===== config.mk =====
export PLATFORM = sky130hd
export DESIGN_NAME = mul_iter_unit
export DESIGN_NICKNAME = d
export VERILOG_FILES = /design/src/rtl/tartaruga_pkg.sv /design/src/rtl/mul_step.sv /design/src/rtl/mul_iter_unit.sv
export SDC_FILE = /design/constraint.sdc
export NUM_CORES = 1
export LEC_CHECK = 0
export CORE_MARGIN = 2
export CORE_UTILIZATION = 50
export CTS_CLUSTER_SIZE = 24
export DETAILED_ROUTE_END_ITERATION = 10
export GPL_TIMING_DRIVEN = 0
export PLACE_DENSITY = 0.74
export REMOVE_ABC_BUFFERS = 1
export SLEW_MARGIN = 30
export SYNTH_ARGS = -nofsm -noshare
export SYNTH_HDL_FRONTEND = slang
export SYNTH_SLANG_ARGS = --single-unit
export TNS_END_PERCENT = 100

===== constraint.sdc =====
create_clock -name clk_i -period 6.2 [get_ports clk_i]
set_clock_uncertainty 0.05 [all_clocks]
set_input_delay 1.24 -clock clk_i [delete_from_list [all_inputs] [get_ports clk_i]]
set_output_delay 1.24 -clock clk_i [all_outputs]
set_load 0.01 [all_outputs]

===== src/rtl/tartaruga_pkg.sv =====
// Shared types for the tartaruga execute stage: the 32-bit bus type and
// the iterative multiplier's control states.
package tartaruga_pkg;

    localparam int XLEN = 32;

    typedef logic [XLEN-1:0] bus32_t;

    typedef enum logic [1:0] {
        MUL_IDLE = 2'd0,
        MUL_BUSY = 2'd1,
        MUL_DONE = 2'd2
    } mul_state_t;

    // Number of shift-and-add iterations needed for a full 32-bit multiplier.
    function automatic int mul_iters(input int bits_per_cycle);
        return XLEN / bits_per_cycle;
    endfunction

endpackage


===== src/rtl/mul_step.sv =====
// One shift-and-add iteration: adds mcand * mplier_bits to the accumulator,
// with the sum truncated to 32 bits.
module mul_step
    import tartaruga_pkg::*;
#(
    parameter int BITS_PER_CYCLE = 1
) (
    input  bus32_t                    acc,
    input  bus32_t                    mcand,
    input  logic [BITS_PER_CYCLE-1:0] mplier_bits,
    output bus32_t                    acc_next
);

    bus32_t pp [BITS_PER_CYCLE];
    bus32_t sum;

    genvar gi;
    generate
        for (gi = 0; gi < BITS_PER_CYCLE; gi++) begin : g_pp
            assign pp[gi] = mplier_bits[gi] ? (mcand << gi) : '0;
        end
    endgenerate

    always_comb begin
        sum = acc;
        for (int i = 0; i < BITS_PER_CYCLE; i++) begin
            sum = sum + pp[i];
        end
    end

    assign acc_next = sum;

endmodule


===== src/rtl/mul_iter_unit.sv =====
// Iterative shift-and-add multiplier returning the low 32 bits of rs1*rs2,
// with valid/ready handshakes on request and response and a kill flush.
module mul_iter_unit
    import tartaruga_pkg::*;
#(
    parameter int BITS_PER_CYCLE = 1,
    parameter int TAG_W          = 5
) (
    input  logic             clk_i,
    input  logic             rstn_i,
    input  logic             req_valid_i,
    output logic             req_ready_o,
    input  bus32_t           req_rs1_i,
    input  bus32_t           req_rs2_i,
    input  logic [TAG_W-1:0] req_tag_i,
    input  logic             kill_i,
    output logic             resp_valid_o,
    input  logic             resp_ready_i,
    output bus32_t           resp_data_o,
    output logic [TAG_W-1:0] resp_tag_o
);

    localparam int         N     = mul_iters(BITS_PER_CYCLE);
    localparam logic [5:0] N_CNT = 6'(N);

    generate
        if (BITS_PER_CYCLE != 1 && BITS_PER_CYCLE != 2 &&
            BITS_PER_CYCLE != 4 && BITS_PER_CYCLE != 8) begin : g_bad_bpc
            $error("mul_iter_unit: BITS_PER_CYCLE must be 1, 2, 4 or 8");
        end
    endgenerate

    mul_state_t       state_reg;
    logic [5:0]       count_reg;
    bus32_t           mcand_reg;
    bus32_t           mplier_reg;
    bus32_t           acc_reg;
    logic [TAG_W-1:0] tag_reg;
    logic             req_ready_reg;
    logic             resp_valid_reg;
    bus32_t           acc_next;

    mul_step #(
        .BITS_PER_CYCLE(BITS_PER_CYCLE)
    ) u_step (
        .acc         (acc_reg),
        .mcand       (mcand_reg),
        .mplier_bits (mplier_reg[BITS_PER_CYCLE-1:0]),
        .acc_next    (acc_next)
    );

    // The accumulator doubles as the result register; it only changes while
    // BUSY, so it is stable for the whole DONE handshake.
    always_ff @(posedge clk_i or negedge rstn_i) begin
        if (!rstn_i) begin
            state_reg      <= MUL_IDLE;
            count_reg      <= '0;
            mcand_reg      <= '0;
            mplier_reg     <= '0;
            acc_reg        <= '0;
            tag_reg        <= '0;
            req_ready_reg  <= 1'b1;
            resp_valid_reg <= 1'b0;
        end else if (kill_i) begin
            state_reg      <= MUL_IDLE;
            req_ready_reg  <= 1'b1;
            resp_valid_reg <= 1'b0;
        end else begin
            case (state_reg)
                MUL_IDLE: begin
                    if (req_valid_i) begin
                        mcand_reg     <= req_rs1_i;
                        mplier_reg    <= req_rs2_i;
                        tag_reg       <= req_tag_i;
                        acc_reg       <= '0;
                        count_reg     <= N_CNT;
                        state_reg     <= MUL_BUSY;
                        req_ready_reg <= 1'b0;
                    end
                end
                MUL_BUSY: begin
                    acc_reg    <= acc_next;
                    mcand_reg  <= mcand_reg << BITS_PER_CYCLE;
                    mplier_reg <= mplier_reg >> BITS_PER_CYCLE;
                    count_reg  <= count_reg - 6'd1;
                    if (count_reg == 6'd1) begin
                        state_reg      <= MUL_DONE;
                        resp_valid_reg <= 1'b1;
                    end
                end
                MUL_DONE: begin
                    if (resp_ready_i) begin
                        state_reg      <= MUL_IDLE;
                        resp_valid_reg <= 1'b0;
                        req_ready_reg  <= 1'b1;
                    end
                end
                default: begin
                    state_reg      <= MUL_IDLE;
                    req_ready_reg  <= 1'b1;
                    resp_valid_reg <= 1'b0;
                end
            endcase
        end
    end

    assign req_ready_o  = req_ready_reg;
    assign resp_valid_o = resp_valid_reg;
    assign resp_data_o  = acc_reg;
    assign resp_tag_o   = tag_reg;

endmodule


==> flow_summary_export.csv <==
group,metric,value,unit
synthesis,synthSimpleGateAreaFrac,20.8,%
floorplan,die-area,13900,um^2
layout,drive_above_1_share,5.73,%
setup_path,crit_arrival,3.71,ns
floorplan,core-area,12600,um^2
cts,clk_latency,0.35,ns
drt,first_pass_iters,6,
setup_path,worstPathCellList,"and2_1 > ha_1 > inv_1 > fa_1 > nor2b_1 > o21ai_0 > a31oi_1 > nor3_2 > o41ai_2 > a31oi_1 > xor2_1 > o21ai_0",
drt,wl_met3,800,um
sta,tightest_slew,0.884,ns
synthesis,syn_area_per_cell,8.70,um^2
cts,cts.htree.levels,3,
sta,min_period_over_period,56.4,%
cts,clockBufferDepth,2,
place,port_buffers,112,
drt,dr_total_vias,5677,
worst_hold_path,hp-class,"reg2reg",
drt,drt-met1-wl,7680,um
setup_path,ff2ff_path_depth,12,
pwr,static-leakage-power,0.00373,uW
cts,clock_sink_count,111,
place,post_dp_cell_area,7870,um^2
synthesis,synth_edf_count,0,
cts,cts_buffers,9,
global_route,grt-ovfl-total,0,
global_route,grt_pass1_vias,5533,
global_route,antenna_found_initial,0,
synthesis,synth_top_family_by_area,"compound AO/OA/AOI/OAI gates",
setup_path,crit_fanout,33,
sta,final_max_slew_viol_count,0,
sta,holdWs,0.452,ns
sta,setup_viol,0,
sta,fin_tns_setup,0,ns
setup_path,slowest_delay,0.68,ns
layout,fin_util,64.7,%
pwr,power_density,383,nW/um^2
drt,maxUsedRoutingLayer,"met4",
floorplan,start_util,51.4,%
synthesis,yosys_warnings,0,
synthesis,synth.distinct_cells,59,
synthesis,synth.mux.area_fraction,0.869,%
layout,fillers,1058,
setup_path,start_kind,"flop",
cts,ctsHoldBuffers,0,
sta,finalCriticalPeriod,3.49,ns
layout,final_cells,1010,
cts,cts_tree,"built",
synthesis,syn_inst,745,
worst_hold_path,holdPathStages,2,
global_route,grt_max_degree,77,
synthesis,synth_xor_area_share,4.19,%
layout,design_area,8170,um^2
layout,num_antenna_cells,0,
synthesis,synth_seq_cells,111,
pwr,ir_drop,0.235,mV
setup_path,cp_slowest_cell,"dfrtp_2",
drt,routedWlPerCell,16.2,um
sta,slew_headroom,41.0,%
cts,cts_resized,0,
setup_path,endpoint_kind,"flop",
layout,fin_nets,941,
synthesis,seq_area_frac_synth,42.9,%
floorplan,io_pins,113,
place,placedCellCount,994,
synthesis,synthArstFlopShare,100,%
place,gp_congestion,0.890,
setup_path,required,6.41,ns
status,status,"finished, final reports clean",
drt,route.met2.wl,7590,um
synthesis,netlist_area,6480,um^2
synthesis,yosys.area_share.adder,6.68,%
cts,cts_root_buf,"clkbuf_16",
place,dp_hpwl,12100,um
global_route,grt_first_pass_wirelength,27500,um
drt,drt_iter0_markers,371,
drt,routed_via_density,5.62,
sta,max_freq,286,MHz
floorplan,die_y,118,um
global_route,track_usage,24.2,%
layout,area_delta_synth_final,26.0,%
floorplan,fp.dieW,118,um
drt,route.detailed.drc,0,
cts,post_cts_buffers,0,
setup_path,critical_path_class,"reg2reg",
drt,wirelength,16300,um
drt,ant_nets,0,
flow_run,cap_violations,0,
cts,clk_pin_slew_worst_paths,0.08,ns
sta,grt_setup_unrepaired,"false",
floorplan,rows,41,
sta,hold_viol_final,0,
synthesis,synth-main-ff-cell,"dfrtp_1",
synthesis,synth_compound_area_share,20.9,%
-- placed cells by master (no fill, tap or decap), types with 3 or more instances in the layout --
master,n
and4_1,3
nand3_1,6
buf_16,5
ha_1,33
nand2b_1,3
xor2_1,17
mux2_2,5
a21o_1,25
inv_1,19
a21oi_1,30
o21ai_0,31
clkbuf_16,9
dfrtp_1,109
o21ai_1,4
and3_1,10
and2_1,32
a222oi_1,10
xnor2_1,14
nand2_1,153
nor2b_1,5
a31oi_1,58
nor3_1,5
nor2_1,68
a22o_1,5
o21bai_1,5
clkdlybuf4s50_1,111
a211oi_1,3
-- synth_stat cells (10+ instances only) --
cell type / count / area (um^2)
nand2_1: 153 / 574
dfrtp_1: 110 / 2750
nor2_1: 69 / 259
a31oi_1: 58 / 363
clkbuf_1: 37 / 139
ha_1: 33 / 413
and2_1: 32 / 200
o21ai_0: 31 / 155
a21oi_1: 30 / 150
a21o_1: 25 / 188
inv_1: 19 / 71.3
xor2_1: 17 / 149
xnor2_1: 14 / 123
a222oi_1: 10 / 100
and3_1: 10 / 62.6
-- report_power, final --
| group | total [uW] | switching, uW | internal, uW |
|---|---|---|---|
| registers | 1160 | 206 | 956 |
| clock network | 568 | 284 | 284 |
| logic | 1400 | 735 | 665 |
| total | 3130 | 1230 | 1900 |
-- stage by stage --
stage               worst slack [ns]  total power [uW]
detailed placement              2.44              2570
global route                    2.42              3370
finish                          2.71              3130
floorplan                       2.15              2020
CTS                             2.44              3150
global placement              -0.418              2500
-- metal layers --
metal | GRT usage [%] | vias to the layer above
met3 | 5.28 | 16
li1 | - | 2798
met4 | 7.61 | 0
met1 | 33.4 | 2720
met2 | 38.0 | 143
met5 | 0 | -
-- final cells by class --
class	count	area, um^2	area share (%)
clock buffers	10	229	2.80
well taps	172	215	2.64
clock inverters	6	62.6	0.766
multi-input cells	572	3510	43.0
flip-flops and latches	111	2780	34.0
inverters	19	71.3	0.873
repair buffers	120	1300	15.9
-- critical path, delay by kind of cell (launching register included) --
kind            cells  cell delay [ns]
xor+xnor            1             0.16
compound gates      5             1.29
simple gates        3             0.58
buf+inv             1             0.07
fa+ha+maj           2             0.58
flops               1             0.68
-- path summary, 6_finish.rpt --
check	start	endpoint	slack [ns]
setup / recovery	mplier_reg[0]$_DFFE_PN0P_	resp_data_o[30]$_DFFE_PN0P_	2.71
hold / removal	mplier_reg[8]$_DFFE_PN0P_	mplier_reg[8]$_DFFE_PN0P_	0.45
setup reg to reg	mplier_reg[0]$_DFFE_PN0P_	resp_data_o[30]$_DFFE_PN0P_	2.71
hold reg to reg	mplier_reg[8]$_DFFE_PN0P_	mplier_reg[8]$_DFFE_PN0P_	0.45
max in group asynchronous	rstn_i	resp_data_o[27]$_DFFE_PN0P_	4.75
min in group asynchronous	rstn_i	mcand_reg[2]$_DFFE_PN0P_	0.69
-- logic make-up (layout without fill, tap and decap cells) --
group | after synthesis | count (layout)
and+or+nand+nor | 303 | 303
AOI/OAI and AO/OA | 199 | 199
DFF | 111 | 111
buffers and inverters | 62 | 155
adders and majority gates | 34 | 34
xor gates and xnor gates | 31 | 31
muxes | 5 | 5
Power figures use the tool's default switching activity.
